**src/rtl/listc3r3_matmult_ctrl.sv**
```systemverilog
// Driver for the 3x3 matmult responder: gathers A/B operand words from an upstream stream,
// runs the ready/valid/accept handshake, then streams C row-major to a downstream sink.
module listc3r3_matmult_ctrl #(
  parameter int unsigned TIMEOUT = 1024,
  parameter int unsigned COLS    = 3
) (
  input  logic         clk,
  input  logic         rst,
  input  logic         in_valid,
  output logic         in_ready,
  input  logic [63:0]  in_data,
  output logic         out_valid,
  input  logic         out_ready,
  output logic [63:0]  out_data,
  output logic         out_last,
  output logic         mm_ready,
  input  logic         mm_valid,
  output logic         mm_accept,
  output logic [575:0] mm_a,
  output logic [575:0] mm_b,
  output logic [7:0]   mm_col,
  input  logic [575:0] mm_c,
  output logic         busy,
  output logic         err
);

  localparam int unsigned     TmoW   = $clog2(TIMEOUT + 1);
  localparam logic [TmoW-1:0] TmoMax = TmoW'(TIMEOUT);

  typedef enum logic [1:0] {StLoad, StIssue, StWaitRes, StStream} state_e;

  state_e            state_q, state_d;
  logic [4:0]        cnt_q, cnt_d;
  logic [3:0]        idx_q, idx_d;
  logic [TmoW-1:0]   tmo_q, tmo_d;
  logic              err_q, err_d;
  logic [8:0][63:0]  a_q, a_d;
  logic [8:0][63:0]  b_q, b_d;
  logic [8:0][63:0]  c_q, c_d;
  logic              in_ready_q, in_ready_d;
  logic              out_valid_q, out_valid_d;
  logic              out_last_q, out_last_d;
  logic [63:0]       out_data_q, out_data_d;
  logic              mm_ready_q, mm_ready_d;
  logic              mm_accept_q, mm_accept_d;
  logic              busy_q, busy_d;
  logic [3:0]        slot_b;

  assign slot_b = 4'(cnt_q - 5'd9);

  always_comb begin
    state_d     = state_q;
    cnt_d       = cnt_q;
    idx_d       = idx_q;
    tmo_d       = tmo_q;
    err_d       = err_q;
    a_d         = a_q;
    b_d         = b_q;
    c_d         = c_q;
    in_ready_d  = in_ready_q;
    out_valid_d = out_valid_q;
    out_last_d  = out_last_q;
    out_data_d  = out_data_q;
    mm_ready_d  = 1'b0;
    mm_accept_d = 1'b0;

    unique case (state_q)
      StLoad: begin
        if (in_valid && in_ready_q) begin
          if (cnt_q < 5'd9) begin
            a_d[cnt_q[3:0]] = in_data;
          end else begin
            b_d[slot_b] = in_data;
          end
          if (cnt_q == 5'd17) begin
            cnt_d      = 5'd0;
            in_ready_d = 1'b0;
            state_d    = StIssue;
          end else begin
            cnt_d = cnt_q + 5'd1;
          end
        end
      end
      StIssue: begin
        // A valid still high here is the responder's post-accept tail from the last job.
        if (!mm_valid) begin
          mm_ready_d = 1'b1;
          tmo_d      = '0;
          state_d    = StWaitRes;
        end
      end
      StWaitRes: begin
        if (mm_valid) begin
          c_d         = mm_c;
          tmo_d       = '0;
          idx_d       = 4'd0;
          out_data_d  = mm_c[63:0];
          out_valid_d = 1'b1;
          out_last_d  = 1'b0;
          mm_accept_d = 1'b1;
          state_d     = StStream;
        end else if (tmo_q != TmoMax) begin
          tmo_d = tmo_q + TmoW'(1);
          if (tmo_d == TmoMax) begin
            err_d = 1'b1;
          end
        end
      end
      StStream: begin
        if (out_ready) begin
          if (idx_q == 4'd8) begin
            idx_d       = 4'd0;
            out_valid_d = 1'b0;
            out_last_d  = 1'b0;
            in_ready_d  = 1'b1;
            state_d     = StLoad;
          end else begin
            idx_d      = idx_q + 4'd1;
            out_data_d = c_q[idx_q + 4'd1];
            out_last_d = (idx_q == 4'd7);
          end
        end
      end
      default: state_d = StLoad;
    endcase

    busy_d = !((state_d == StLoad) && (cnt_d == 5'd0));
  end

  always_ff @(posedge clk or negedge rst) begin
    if (!rst) begin
      state_q     <= StLoad;
      cnt_q       <= 5'd0;
      idx_q       <= 4'd0;
      tmo_q       <= '0;
      err_q       <= 1'b0;
      a_q         <= '0;
      b_q         <= '0;
      c_q         <= '0;
      in_ready_q  <= 1'b1;
      out_valid_q <= 1'b0;
      out_last_q  <= 1'b0;
      out_data_q  <= 64'd0;
      mm_ready_q  <= 1'b0;
      mm_accept_q <= 1'b0;
      busy_q      <= 1'b0;
    end else begin
      state_q     <= state_d;
      cnt_q       <= cnt_d;
      idx_q       <= idx_d;
      tmo_q       <= tmo_d;
      err_q       <= err_d;
      a_q         <= a_d;
      b_q         <= b_d;
      c_q         <= c_d;
      in_ready_q  <= in_ready_d;
      out_valid_q <= out_valid_d;
      out_last_q  <= out_last_d;
      out_data_q  <= out_data_d;
      mm_ready_q  <= mm_ready_d;
      mm_accept_q <= mm_accept_d;
      busy_q      <= busy_d;
    end
  end

  assign in_ready  = in_ready_q;
  assign out_valid = out_valid_q;
  assign out_data  = out_data_q;
  assign out_last  = out_last_q;
  assign mm_ready  = mm_ready_q;
  assign mm_accept = mm_accept_q;
  assign mm_a      = a_q;
  assign mm_b      = b_q;
  assign mm_col    = 8'(COLS);
  assign busy      = busy_q;
  assign err       = err_q;

endmodule

```
**config.mk**
```make
export PLATFORM = sky130hd
export DESIGN_NAME = listc3r3_matmult_ctrl
export DESIGN_NICKNAME = d
export VERILOG_FILES = /design/src/rtl/listc3r3_matmult_ctrl.sv
export SDC_FILE = /design/constraint.sdc
export NUM_CORES = 2
export LEC_CHECK = 0
export CAP_MARGIN = 40
export CORE_AREA = 4 4 732 734
export CTS_CLUSTER_SIZE = 8
export DETAILED_ROUTE_END_ITERATION = 16
export DIE_AREA = 0 0 736 738
export PLACE_DENSITY = 0.38
export RECOVER_POWER = 25
export SYNTH_ARGS = -nofsm -noshare
export SYNTH_HDL_FRONTEND = slang
export SYNTH_SLANG_ARGS = --single-unit
```
**constraint.sdc**
```tcl
create_clock -name clk -period 3.4 [get_ports clk]
set_input_delay 1.02 -clock clk [delete_from_list [all_inputs] [get_ports clk]]
set_output_delay 1.02 -clock clk [all_outputs]
set_load 0.05 [all_outputs]
```
==> run_results.csv <==
group,metric,value,unit
timing,maxSlewHeadroom,-11.8,%
floorplanning,io_pins,1876,
synth,synth-edff-count,0,
placement,place_hpwl,307000,um
cts,cts_hold_buffers,0,
synth,yosys_warnings,0,
grt,antenna_found_initial,141,
timing,worst_slack,123,ps
timing,report.final.slew_viol_count,56,
critical_path,max_stage_delay,870,ps
floorplanning,rows,267,
floorplanning,initial_core_util,13.8,%
critical_path,r2r_cells,7,
critical_path,r2r-start,"idx_q[0]",
routing,drtIter0Drc,3384,
critical_path,required,2380,ps
placement,place_area,103000,um2
timing,timing.hold.ws,466,ps
timing,period_share,96.4,%
placement,dpl_worst_slack,-232,ps
synth,yosysTopAreaCellShare,62.5,%
synth,yosys.area.top_type,"dfrtp_1",
synth,netlist_area,72900,um2
finish,fin_nets,8426,
grt,globalRoute.totalOverflow,0,
cts,htree_levels,5,
timing,hold_viol_final,0,
critical_path,r2r-end,"out_data[8]",
timing,fin_skew,48.8,ps
cts,cts_resized,19,
critical_path,end_kind,"output pin",
critical_path,crit_fanout,2,
critical_path,cp.buffers_inverters,1,
cts,cts_buffers,272,
min_path,hold_end,"c_q[210]",
finish,area_growth,50.7,%
synth,syn_area_per_cell,12.8,um2
floorplanning,die_area,543000,um2
cts,cts_buffer_depth,4,
finish,fillers,57000,
placement,gp_congestion,0.844,
grt,use_met3,5.15,%
cts,cts_tree,"yes",
synth,synthCells,5688,
placement,port_buffers,1867,
routing,firstDrtPassIters,5,
timing,period_minus_slack,3280,ps
critical_path,reg2reg_slack,250,ps
routing,drc,0,
status,violations,"max-capacitance violations, max-slew violations",
synth,yosysSeqAreaShare,62.5,%
power,leakage,51.3,nW
grt,gr-usage-met1,18.6,%
power,peakVddDrop,0.343,mV
finish,fin_util,20.8,%
synth,yosys_most_used_dff,"dfrtp_1",
critical_path,critPathKind,"flop to output pin",
routing,antenna_left,0,
routing,avgViaCountPerCell,3.70,
cts,clock_latency,900,ps
grt,busiest_layer,"met2",
min_path,worstHoldStart,"c_q[210]",
timing,worst_slew_pin_slew,1680,ps
timing,fmax,305,MHz
critical_path,critPathArrivalTime,2260,ps
finish,most-common-layout-cells,"clkdlybuf4s50_1, dfrtp_1, nand2_1",
cts,cts_root_buf,"clkbuf_16",
grt,track_usage,14.1,%
routing,vias,55000,
timing,rsz0062_at_grt,"no",
finish,layout-drive-gt1-share,25.5,%
timing,setup_viol,0,
finish,finalInstanceArea,110000,um2
synth,ys_ff_latch,1821,
timing,fin_setup_tns,0,ps
cts,clk_pin_slew,50,ps
floorplanning,core,528000,um2
critical_path,cp-start-kind,"flop",
critical_path,cp_slowest_cell,"clkdlybuf4s50_1",
flow_run,cap_violations,1,
status,status,"complete, but fails checks",
synth,ys_top_cells_by_area,"dfrtp_1, mux2_2, nand2_1",
finish,layout_commonest_cell,"clkdlybuf4s50_1",
floorplanning,die_w,736,um
routing,wl,400000,um
grt,grt_pass1_wl,532000,um
grt,first_global_vias,58200,
synth,synth-async-reset-ratio,100,%
power,power.density,451,nW/um2
grt,met2_usage,21.7,%
grt,grt_max_degree,113,
min_path,min_delay_path_depth,2,
critical_path,critPathTopFamily,"buffers and inverters",
critical_path,crit_chain,"clkdlybuf4s50_1",
floorplanning,die_h,738,um
synth,synthDistinctLibCells,60,
cts,postCtsSetupBuffers,0,
routing,detail_route.wl_per_cell,26.9,um
min_path,hp-class,"flop to flop",
cts,cts.sinks,1821,
-- cells in the mapped netlist (3+ instances only) --
cell type,count
and3_1,6
a21o_1,4
a21oi_1,7
mux2_2,1198
buf_1,5
inv_1,11
o21ai_0,23
buf_2,63
o22ai_1,65
clkbuf_1,291
xor2_1,4
nor2_1,80
a211oi_1,3
nor3_1,7
buf_4,39
ha_1,11
o31ai_1,4
a31oi_1,3
nand3b_1,4
nand3_1,12
dfrtp_1,1820
nor2b_1,4
buf_6,6
nand2b_1,6
mux2_1,20
mux4_2,128
a221oi_1,64
nand2_1,1758
-- registers in the layout, summed over array words and instances, names as in the netlist --
register,cells
mm_b,576
idx_q,4
out_last,1
in_ready,1
cnt_q,5
busy,1
out_data,64
mm_ready,1
mm_a,576
c_q,576
tmo_q,11
err,1
out_valid,1
state_q,2
mm_accept,1
-- layout make-up --
cell class / count / area, um2 / area share, %
multi-input cells: 3458 / 25700 / 23.4
diodes: 44 / 110 / 0.100
inverters: 11 / 48.8 / 0.0444
repair buffers: 2206 / 22000 / 20.1
well taps: 6994 / 8750 / 7.97
clock inverters: 32 / 631 / 0.574
flip-flops and latches: 1821 / 45600 / 41.5
clock buffers: 299 / 6980 / 6.35
-- worst max-delay path by stage --
| stage | from | endpoint | slack [ps] | cells past startpoint |
|---|---|---|---|---|
| final | out_data[22] | out_data[22] | 120 | 1 |
| after CTS | mm_b[10] | mm_b[10] | 0.6 | 1 |
| after detailed placement | in_valid | mm_b[555] | -230 | 8 |
| after global routing | out_data[22] | out_data[22] | 7 | 1 |
| after global placement | in_valid | mm_b[555] | -250 | 8 |
| after floorplan | in_valid | mm_b[565] | 660 | 6 |
-- power by group --
group	switching (W)	total (W)	internal (W)
Sequential	0.00000879	0.0217	0.0217
Clock	0.0107	0.0253	0.0147
Combinational	0.00159	0.00252	0.000933
Total	0.0123	0.0496	0.0373
-- per-stage QoR --
stage | cells | total power (W)
6_report | 14900 | 0.0496
5_1_grt | 14800 | 0.0515
4_1_cts | 14800 | 0.0507
3_5_place_dp | 14500 | 0.0247
3_3_place_gp | 14500 | 0.0247
2_1_floorplan | 5694 | 0.0224
-- logic make-up (layout without fill, tap and decap cells) --
| group | count (synthesis) | after routing | share of synthesized area [%] |
|---|---|---|---|
| other cells | 2 | 52 | 0.0103 |
| compound gates | 188 | 188 | 1.87 |
| xor+xnor | 6 | 6 | 0.0721 |
| simple gates | 1898 | 1898 | 10.0 |
| mux | 1347 | 1347 | 22.8 |
| buf+inv | 415 | 2548 | 2.51 |
| fa+ha+maj | 11 | 11 | 0.189 |
| flops | 1821 | 1821 | 62.5 |
-- routing by layer --
metal	vias to the layer above	routed length, um
met4	42	10700
met3	544	39400
met5	-	256
met2	2272	177000
met1	28700	172000
li1	23300	-
No activity file was read; power rests on OpenSTA's default activity.
